--- config.mk ---
export PLATFORM = sky130hd
export DESIGN_NAME = alu_arbiter
export DESIGN_NICKNAME = d
export VERILOG_FILES = /design/src/rtl/alu_pkg.sv /design/src/rtl/alu_arbiter_alu.sv /design/src/rtl/alu_arbiter.sv
export SDC_FILE = /design/constraint.sdc
export NUM_CORES = 1
export LEC_CHECK = 0
export BUFFER_PORTS_ARGS = -buffer_cell sky130_fd_sc_hd__buf_2
export CAP_MARGIN = 5
export CORE_ASPECT_RATIO = 1.5
export CORE_MARGIN = 3
export CORE_UTILIZATION = 31
export DETAILED_ROUTE_END_ITERATION = 7
export MAX_ROUTING_LAYER = met4
export PLACE_DENSITY_LB_ADDON = 0.25
export RECOVER_POWER = 25
export SLEW_MARGIN = 20
export SYNTH_ARGS = -nofsm -noshare
export SYNTH_HDL_FRONTEND = slang
export SYNTH_SLANG_ARGS = --single-unit
export TNS_END_PERCENT = 1
--- constraint.sdc ---
create_clock -name i_clk -period 7 [get_ports i_clk]
set_input_delay 0.35 -clock i_clk [delete_from_list [all_inputs] [get_ports i_clk]]
set_output_delay 0.35 -clock i_clk [all_outputs]
set_load 0.01 [all_outputs]
--- src/rtl/alu_pkg.sv ---
// ============================================================================
//  Module      : alu_pkg
//  Description : Shared definitions for the ALU arbiter slice. It holds the
//                4-bit ALU control codes and the arbiter FSM state encoding.
//  Revision    : 1.0 - initial release
// ============================================================================
`default_nettype none

package alu_pkg;

    // ALU control codes
    localparam logic [3:0] c_ALU_AND  = 4'b0000;
    localparam logic [3:0] c_ALU_OR   = 4'b0001;
    localparam logic [3:0] c_ALU_ADD  = 4'b0010;
    localparam logic [3:0] c_ALU_SUB  = 4'b0110;
    localparam logic [3:0] c_ALU_SLT  = 4'b0111;
    localparam logic [3:0] c_ALU_SLTU = 4'b1000;
    localparam logic [3:0] c_ALU_SLL  = 4'b1001;
    localparam logic [3:0] c_ALU_SRA  = 4'b1010;
    localparam logic [3:0] c_ALU_SRL  = 4'b1011;
    localparam logic [3:0] c_ALU_XOR  = 4'b1101;

    // Arbiter FSM state encoding
    localparam int         c_ST_W    = 2;
    localparam logic [1:0] c_ST_IDLE = 2'd0;
    localparam logic [1:0] c_ST_EXEC = 2'd1;
    localparam logic [1:0] c_ST_RESP = 2'd2;

endpackage : alu_pkg

`default_nettype wire

--- src/rtl/alu_arbiter_alu.sv ---
// ============================================================================
//  Module      : alu_arbiter_alu
//  Description : Purely combinational 32-bit ALU. Shift amount is taken from
//                b[10:6]. Unknown control codes yield result 0 (zero = 1).
//  Ports       : i_ctrl   - 4-bit ALU control code
//                i_a      - operand A
//                i_b      - operand B (also carries shift amount)
//                o_result - ALU result
//                o_zero   - high when o_result is all zeros
//  Revision    : 1.0 - initial release
// ============================================================================
`default_nettype none

module alu_arbiter_alu
    import alu_pkg::*;
(
    input  logic [3:0]  i_ctrl,
    input  logic [31:0] i_a,
    input  logic [31:0] i_b,
    output logic [31:0] o_result,
    output logic        o_zero
);

    logic [4:0]  w_shamt;
    logic [31:0] w_result;

    assign w_shamt = i_b[10:6];

    always_comb begin
        w_result = 32'd0;
        case (i_ctrl)
            c_ALU_AND:  w_result = i_a & i_b;
            c_ALU_OR:   w_result = i_a | i_b;
            c_ALU_ADD:  w_result = i_a + i_b;
            c_ALU_SUB:  w_result = i_a - i_b;
            c_ALU_SLT:  w_result = {31'd0, ($signed(i_a) < $signed(i_b))};
            c_ALU_SLTU: w_result = {31'd0, (i_a < i_b)};
            c_ALU_SLL:  w_result = i_a << w_shamt;
            c_ALU_SRA:  w_result = 32'($signed(i_a) >>> w_shamt);
            c_ALU_SRL:  w_result = i_a >> w_shamt;
            c_ALU_XOR:  w_result = i_a ^ i_b;
            default:    w_result = 32'd0;
        endcase
    end

    assign o_result = w_result;
    assign o_zero   = (w_result == 32'd0);

endmodule : alu_arbiter_alu

`default_nettype wire

--- src/rtl/alu_arbiter.sv ---
// ============================================================================
//  Module      : alu_arbiter
//  Description : Two-requester round-robin front end for a single shared ALU.
//                One operation is in flight at a time: IDLE grants and
//                latches, EXEC computes and registers, RESP holds the result
//                until the consumer takes it.
//  Ports       : i_clk, i_rst_n                 - clock, async active-low reset
//                i_reqN_valid / o_reqN_ready    - requester N handshake
//                i_reqN_ctrl/_a/_b/_tag         - requester N operation
//                o_rsp_valid / i_rsp_ready      - response handshake
//                o_rsp_data/_zero/_id/_tag      - result, zero flag, origin
//                o_busy                         - high when not IDLE
//  Revision    : 1.0 - initial release
// ============================================================================
`default_nettype none

module alu_arbiter
    import alu_pkg::*;
#(
    parameter int TAG_W = 4
)
(
    input  logic             i_clk,
    input  logic             i_rst_n,
    input  logic             i_req0_valid,
    output logic             o_req0_ready,
    input  logic [3:0]       i_req0_ctrl,
    input  logic [31:0]      i_req0_a,
    input  logic [31:0]      i_req0_b,
    input  logic [TAG_W-1:0] i_req0_tag,
    input  logic             i_req1_valid,
    output logic             o_req1_ready,
    input  logic [3:0]       i_req1_ctrl,
    input  logic [31:0]      i_req1_a,
    input  logic [31:0]      i_req1_b,
    input  logic [TAG_W-1:0] i_req1_tag,
    output logic             o_rsp_valid,
    input  logic             i_rsp_ready,
    output logic [31:0]      o_rsp_data,
    output logic             o_rsp_zero,
    output logic             o_rsp_id,
    output logic [TAG_W-1:0] o_rsp_tag,
    output logic             o_busy
);

    logic [c_ST_W-1:0] r_state;
    logic [c_ST_W-1:0] w_next_state;

    // r_prio names the requester that wins a tie; 0 after reset.
    logic              r_prio;
    logic              w_any_valid;
    logic              w_grant_id;
    logic              w_accept;

    logic [3:0]        r_ctrl;
    logic [31:0]       r_a;
    logic [31:0]       r_b;
    logic [TAG_W-1:0]  r_tag;
    logic              r_id;

    logic [31:0]       r_rsp_data;
    logic              r_rsp_zero;
    logic              r_rsp_id;
    logic [TAG_W-1:0]  r_rsp_tag;

    logic [31:0]       w_alu_result;
    logic              w_alu_zero;

    // ------------------------------------------------------------------
    // Arbitration: tie goes to r_prio, otherwise the lone valid requester.
    // ------------------------------------------------------------------
    assign w_any_valid = i_req0_valid | i_req1_valid;
    assign w_grant_id  = (i_req0_valid & i_req1_valid) ? r_prio : i_req1_valid;

    // The reset term keeps both readies low while reset is held, even
    // though the state register already reads IDLE.
    assign w_accept = (r_state == c_ST_IDLE) & w_any_valid & i_rst_n;

    // ------------------------------------------------------------------
    // FSM: state register
    // ------------------------------------------------------------------
    always_ff @(posedge i_clk or negedge i_rst_n) begin
        if (!i_rst_n) begin
            r_state <= c_ST_IDLE;
        end else begin
            r_state <= w_next_state;
        end
    end

    // ------------------------------------------------------------------
    // FSM: next-state logic
    // ------------------------------------------------------------------
    always_comb begin
        w_next_state = r_state;
        case (r_state)
            c_ST_IDLE: if (w_any_valid) w_next_state = c_ST_EXEC;
            c_ST_EXEC: w_next_state = c_ST_RESP;
            c_ST_RESP: if (i_rsp_ready) w_next_state = c_ST_IDLE;
            default:   w_next_state = c_ST_IDLE;
        endcase
    end

    // ------------------------------------------------------------------
    // FSM: outputs
    // ------------------------------------------------------------------
    always_comb begin
        o_req0_ready = w_accept & ~w_grant_id;
        o_req1_ready = w_accept &  w_grant_id;
        o_busy       = (r_state != c_ST_IDLE);
        o_rsp_valid  = (r_state == c_ST_RESP);
    end

    // ------------------------------------------------------------------
    // Operand capture and result registers
    // ------------------------------------------------------------------
    always_ff @(posedge i_clk or negedge i_rst_n) begin
        if (!i_rst_n) begin
            r_prio     <= 1'b0;
            r_ctrl     <= 4'd0;
            r_a        <= 32'd0;
            r_b        <= 32'd0;
            r_tag      <= '0;
            r_id       <= 1'b0;
            r_rsp_data <= 32'd0;
            r_rsp_zero <= 1'b0;
            r_rsp_id   <= 1'b0;
            r_rsp_tag  <= '0;
        end else begin
            if (w_accept) begin
                r_prio <= ~w_grant_id;
                r_id   <= w_grant_id;
                r_ctrl <= w_grant_id ? i_req1_ctrl : i_req0_ctrl;
                r_a    <= w_grant_id ? i_req1_a    : i_req0_a;
                r_b    <= w_grant_id ? i_req1_b    : i_req0_b;
                r_tag  <= w_grant_id ? i_req1_tag  : i_req0_tag;
            end
            // Response fields only change on the EXEC->RESP transition, so
            // they stay frozen for the whole RESP stall.
            if (r_state == c_ST_EXEC) begin
                r_rsp_data <= w_alu_result;
                r_rsp_zero <= w_alu_zero;
                r_rsp_id   <= r_id;
                r_rsp_tag  <= r_tag;
            end
        end
    end

    assign o_rsp_data = r_rsp_data;
    assign o_rsp_zero = r_rsp_zero;
    assign o_rsp_id   = r_rsp_id;
    assign o_rsp_tag  = r_rsp_tag;

    alu_arbiter_alu u_alu (
        .i_ctrl   (r_ctrl),
        .i_a      (r_a),
        .i_b      (r_b),
        .o_result (w_alu_result),
        .o_zero   (w_alu_zero)
    );

endmodule : alu_arbiter

`default_nettype wire
# ---- Word level (Yosys, flattened, before mapping)
# Index checks and enable logic that the tools add are counted.
dict set report word_totals {
  ff_bits 114
  output_inout_bits 42
}
dict set report op_classes {
  reduce_logical 5
  n_eq_ne 13
  n_addsub 2
  shift 3
  order_cmp 2
  mux 9
  bitwise 10
}
# cell count
set ops {}
lappend ops {{one-hot mux 32 bit (10 select lines)} 1}
lappend ops {{less-than comparator 32 bit} 2}
lappend ops {{two-way mux 32 bit} 2}
lappend ops {{adder 32 bit} 1}
lappend ops {{bitwise AND 32 bit} 1}
lappend ops {{zero test 32 bit} 1}
lappend ops {{OR 32 bit} 1}
lappend ops {{left shift 32 x 5 -> 32 bit} 1}
lappend ops {{>> shifter 32 x 5 -> 32 bit} 1}
lappend ops {{>>> shifter 32 x 5 -> 32 bit} 1}
lappend ops {{subtractor 32 bit} 1}
lappend ops {{XOR 32 bit} 1}
lappend ops {{== test 4 bit (second input constant)} 5}
lappend ops {{== test 4 x 3 -> 1 bit (second input constant)} 2}
lappend ops {{two-way mux 4 bit} 2}
lappend ops {{one-hot mux 2 bit (3 select lines)} 1}
lappend ops {{bitwise AND 1 bit} 5}
lappend ops {{== test 4 x 1 -> 1 bit (second input constant)} 1}
lappend ops {{== test 4 x 2 -> 1 bit (second input constant)} 1}
lappend ops {{zero test 4 bit} 1}
lappend ops {{two-way mux 2 bit} 2}
lappend ops {{== test 2 x 1 -> 1 bit (second input constant)} 1}
lappend ops {{== test 2 bit (second input constant)} 1}
lappend ops {{zero test 2 bit} 1}
lappend ops {{7 further kinds} 7}

# ---- Logic depth before layout (Yosys ltp)
dict set report depth {
  word_depth 4
  depth_mapped 19
  depth_no_buf 15
}

# ---- By module
# A second synthesis with hierarchy kept.
dict set report hier_totals {
  hier_cells 1823
  area_unflattened_um2 14963.1
}
# mod cells_each n_inst area_each_um2
set by_module_without_submodules {}
lappend by_module_without_submodules {alu_arbiter_alu 1473 1 10131.0}
lappend by_module_without_submodules {alu_arbiter 350 1 4832.1}

# ---- Worst setup path before layout
# OpenSTA, ideal clock, no wires.
dict set report synth_path {
  kind {register -> register}
  startpoint {reg r_b[8]}
  endpoint {reg r_rsp_zero (netlist: o_rsp_zero)}
  stages_incl_launch_ff 20
  period_less_slack_ns 4.209
  setup_slack_ns 2.791
  setup_ns 0.104
  arrival_ns 4.106
  cell_sequence {dfrtp_1 buf_2 inv_2 buf_2 buf_2 buf_2 ha_1 buf_2 nand2_1 or4_1 a31o_1 a41oi_2 o21ai_2 nor2b_1 o311ai_0 o2111a_1 nor2_1 nor4_1 nand4_1 o41ai_2}
}
dict set report synth_via {
  elab_chain_len 3
  word_cells_on_any_way 12
  cone_classes {add/sub: 2; order compare: 2; shift: 3; mux: 1; bitwise: 3; reduce/logical: 1}
}
# element line_no
set synth_rtl {}
lappend synth_rtl {{start: declaration} alu_arbiter.sv:57} ;# logic [31:0] r_b;
lappend synth_rtl {{start signal: assignment} alu_arbiter.sv:134} ;# r_b <= w_grant_id ? i_req1_b : i_req0_b;
lappend synth_rtl {{subtractor 32 bit (tied with other cells)} alu_arbiter_alu.sv:35} ;# c_ALU_SUB: w_result = i_a - i_b;
lappend synth_rtl {{one-hot mux 32 bit (10 select lines) *} alu_arbiter_alu.sv:31} ;# case (i_ctrl)
lappend synth_rtl {{zero test 32 bit *} alu_arbiter_alu.sv:47} ;# assign o_zero = (w_result == 32'd0);
lappend synth_rtl {{end signal: assignment} alu_arbiter.sv:141} ;# r_rsp_zero <= w_alu_zero;
lappend synth_rtl {{end: declaration} alu_arbiter.sv:62} ;# logic r_rsp_zero;
# Every way passes the cells marked *; elsewhere a longest branch is shown, timed or not.
# A chain may end at the register's enable or synchronous reset.

# ---- Final worst setup path
dict set report layout_path {
  startpoint {reg r_b[7]}
  endpoint {reg r_rsp_zero (netlist: o_rsp_zero)}
}
# Same word-level chain as after synthesis.

==> flow_summary.ini <==
[critical_path]
slowest_stage = o41ai_1
path_common_cell = inv_1
worstPathRequired_ns = 7.37
critPathKind = flip-flop to flip-flop
critPathCaptureType = flip-flop
cp_top_family = compound AO/OA/AOI/OAI gates
path_buf_inv = 2
path_max_fanout = 49
arrival_ns = 5.77
crit_path_start_kind = flip-flop
slowest_delay_ns = 0.92
r2r_start = r_b[7]$_DFFE_PN0P_
cp-startpoint = r_b[7]$_DFFE_PN0P_
cp_cell_sequence = inv_1, ha_1, inv_1, o211ai_1, nand2_1, o41ai_1, o21ai_0, a221oi_1, o2111ai_1, nor4_1, nand4_1, o41ai_2

[sta]
slew_headroom_pct = -127.4
tightest_slew_ns = 3.410
post-route-period-util_pct = 77.18
setup_viol = 0
final.setup.tns_ns = 0
finClkSkew_ns = 0.02943
max_freq_ghz = 0.1851
min_period_ns = 5.403
rsz0062_at_grt = false
slew_viol_final = 60
fin_hold_ws_ns = 0.07001
hold_viol_final = 0

[global_route]
grt_pass1_vias = 15510
grt_pass1_wl_um = 106700
grt_antenna_before_repair = 1
grt_max_degree = 96
overflow = 0
grt.total_usage_pct = 30.07

[cells_and_area]
final_cells = 2600
syn2layout_area_growth_pct = 13.81
drive_gt1_share_pct = 17.40
diodes = 0
post-route-util_pct = 35.78
finalNetCount = 2248

[detailed_routing]
vias = 15543
dr.pass1.iters = 5
drc = 0
ant_nets = 0
wl_met2_um = 35780
met1_length_um = 29020
detailedRoute.firstIterationViolations = 1640
routed_wl_um = 73660
vias_per_cell = 5.978
routedWlPerCell_um = 28.33
dr.max_layer_used = met4
dr_wl_met3_um = 3874

[clock_network]
hold_buffers = 0
cts_root_buffer = clkbuf_16
cts_tree = yes
clk_pin_slew_ns = 0.06
cts_resized = 0
htree_levels = 4
clk_path_buf_depth = 2
cts-buffers-inserted = 17
cts_sinks = 114
cts_setup_buffers = 0
clk_latency_ns = 0.49

[die]
initial_core_util_pct = 31.44
die_area_mm2 = 0.04909
fp.coreArea_mm2 = 0.04576
die_x_um = 181.9
ios = 191
rows = 96
die_y_um = 269.9

[placed_design]
globalplace.congestion = 1.028
dpl.hpwl_um = 58390
io_buffers = 190
place_inst = 2568

[flow_run]
drv_cap = 1

[yosys]
synthTopCellsByCount = nand2_1 (254), o21ai_0 (184), nor2_1 (164), mux2i_1 (142), a21oi_1 (118)
yosys_warnings = 0
synth_area_leaders = dfrtp_1 (20%), mux2i_1 (9.9%), ha_1 (8.5%)
ys_dominant_reg_cell = dfrtp_1
avgSynthCellArea_um2 = 7.585
synth.distinct_cells = 94
synth_top_area_share_pct = 19.83
syn_nets = 2146
synth.most_common_cell = nand2_1
netlist_area_mm2 = 0.01439
synth-seq-cells = 114
syn-instance-count = 1897
synth.largest_area_cell = dfrtp_1
async_flop_share_pct = 100.0
yosysSeqAreaShare_pct = 19.83
synth-edff-count = 0

[min_path]
hold_path_class = input port to flip-flop
hold_path_startpoint = i_rsp_ready

[power_and_ir_drop]
power_per_cell_area_mw_per_mm2 = 638.5
peakVddDrop_mv = 0.2366
power_leakage_nw = 7.462
power_mw = 10.46

[outcome]
status = finished, violations left
violations = capacitance limit, slew limit
[power breakdown]
group          internal, mW  switching, mW
Combinational          2.67           5.27
Sequential            0.952          0.634
Clock                 0.568          0.364
Total                  4.19           6.27
[layer usage]
metal | track usage, % | vias to the layer above
li1 | - | 7099
met1 | 35.12 | 7583
met2 | 49.42 | 676
met3 | 4.190 | 185
met4 | 17.01 | 0
met5 | - | -
[worst register-to-register path: cells and delay by family (launching register included)]
kind / cells / cell delay, ns
AOI/OAI and AO/OA: 6 / 2.19
adders and majority gates: 1 / 0.65
buffers and inverters: 2 / 0.69
DFF: 1 / 0.88
and+or+nand+nor: 3 / 0.89
[per-stage QoR]
| stage | instance area (um^2) | setup WS, ns |
|---|---|---|
| finish | 16380 | 1.597 |
| global route | 16380 | 1.275 |
| CTS | 16390 | 1.620 |
| detailed placement | 15780 | 1.635 |
| global placement | 15780 | 1.610 |
| floorplan | 14390 | 2.791 |
[layout make-up]
| type | instances | area, um^2 |
|---|---|---|
| clock buffers | 20 | 446.7 |
| clock inverters | 12 | 157.7 |
| fillers | 4929 | 29390 |
| inverters | 106 | 397.9 |
| multi-input cells | 1530 | 10520 |
| flip-flops and latches | 114 | 2859 |
| well taps | 588 | 735.7 |
| repair buffers | 230 | 1256 |
[state kept, by name, summed over array words and instances (netlist names)]
name and flops:
o_rsp_data 32, r_tag 4, r_state 2, r_ctrl 4, r_prio 1, r_b 32, r_a 32, o_rsp_tag 4
o_rsp_zero 1, o_rsp_id 1, r_id 1
[cells in the final DEF, fill, tap and decap left out, drive strengths merged, types with 7 or more instances in the layout]
master,synthesis,final
nor2,164,164
nand4,11,11
mux2,34,34
ha,98,98
dfrtp,114,114
a31oi,22,22
a22oi,11,11
a221o,15,15
a21o,18,18
o2111ai,7,7
a211oi,27,27
a2111oi,8,8
inv,106,107
o211ai,21,21
nand4b,8,8
o22ai,21,21
a211o,14,14
nand2,254,254
buf,61,226
a221oi,15,15
a31o,7,7
clkbuf,86,24
a21oi,118,118
and3,12,12
and2,10,10
nor2b,23,23
o31ai,14,14
o221ai,12,12
nor3,40,40
nor4,13,13
or2,8,8
mux4,26,26
xnor2,16,16
o21a,13,13
mux2i,142,142
o21ai,197,197
nand3,32,32
nand2b,20,20
[kinds of logic (layout without fill, tap and decap cells)]
logic type / after synthesis / count (layout) / share of synthesized area [%]
AO/OA/AOI/OAI: 590 / 590 / 26.62
XOR/XNOR: 18 / 18 / 1.096
adder cells (fa/ha/maj): 100 / 100 / 8.800
buffers and inverters: 253 / 368 / 7.330
flip-flops: 114 / 114 / 19.83
multiplexers: 202 / 202 / 16.69
AND/OR/NAND/NOR: 620 / 620 / 19.64
[final timing paths]
kind / slack [ns] / to / cells past startpoint
max: 1.60 / o_rsp_zero$_DFFE_PN0N_ / 12
min: 0.07 / r_state[1]$_DFFE_PN0P_ / 2
max reg2reg: 1.60 / o_rsp_zero$_DFFE_PN0N_ / 12
min reg2reg: 0.46 / o_rsp_data[15]$_DFFE_PN0N_ / 2
max in group asynchronous: 3.52 / r_b[7]$_DFFE_PN0P_ / 3
min in group asynchronous: 1.27 / r_state[0]$_DFFE_PN0P_ / 2
Note: power is estimated with default switching activity, not from simulation.
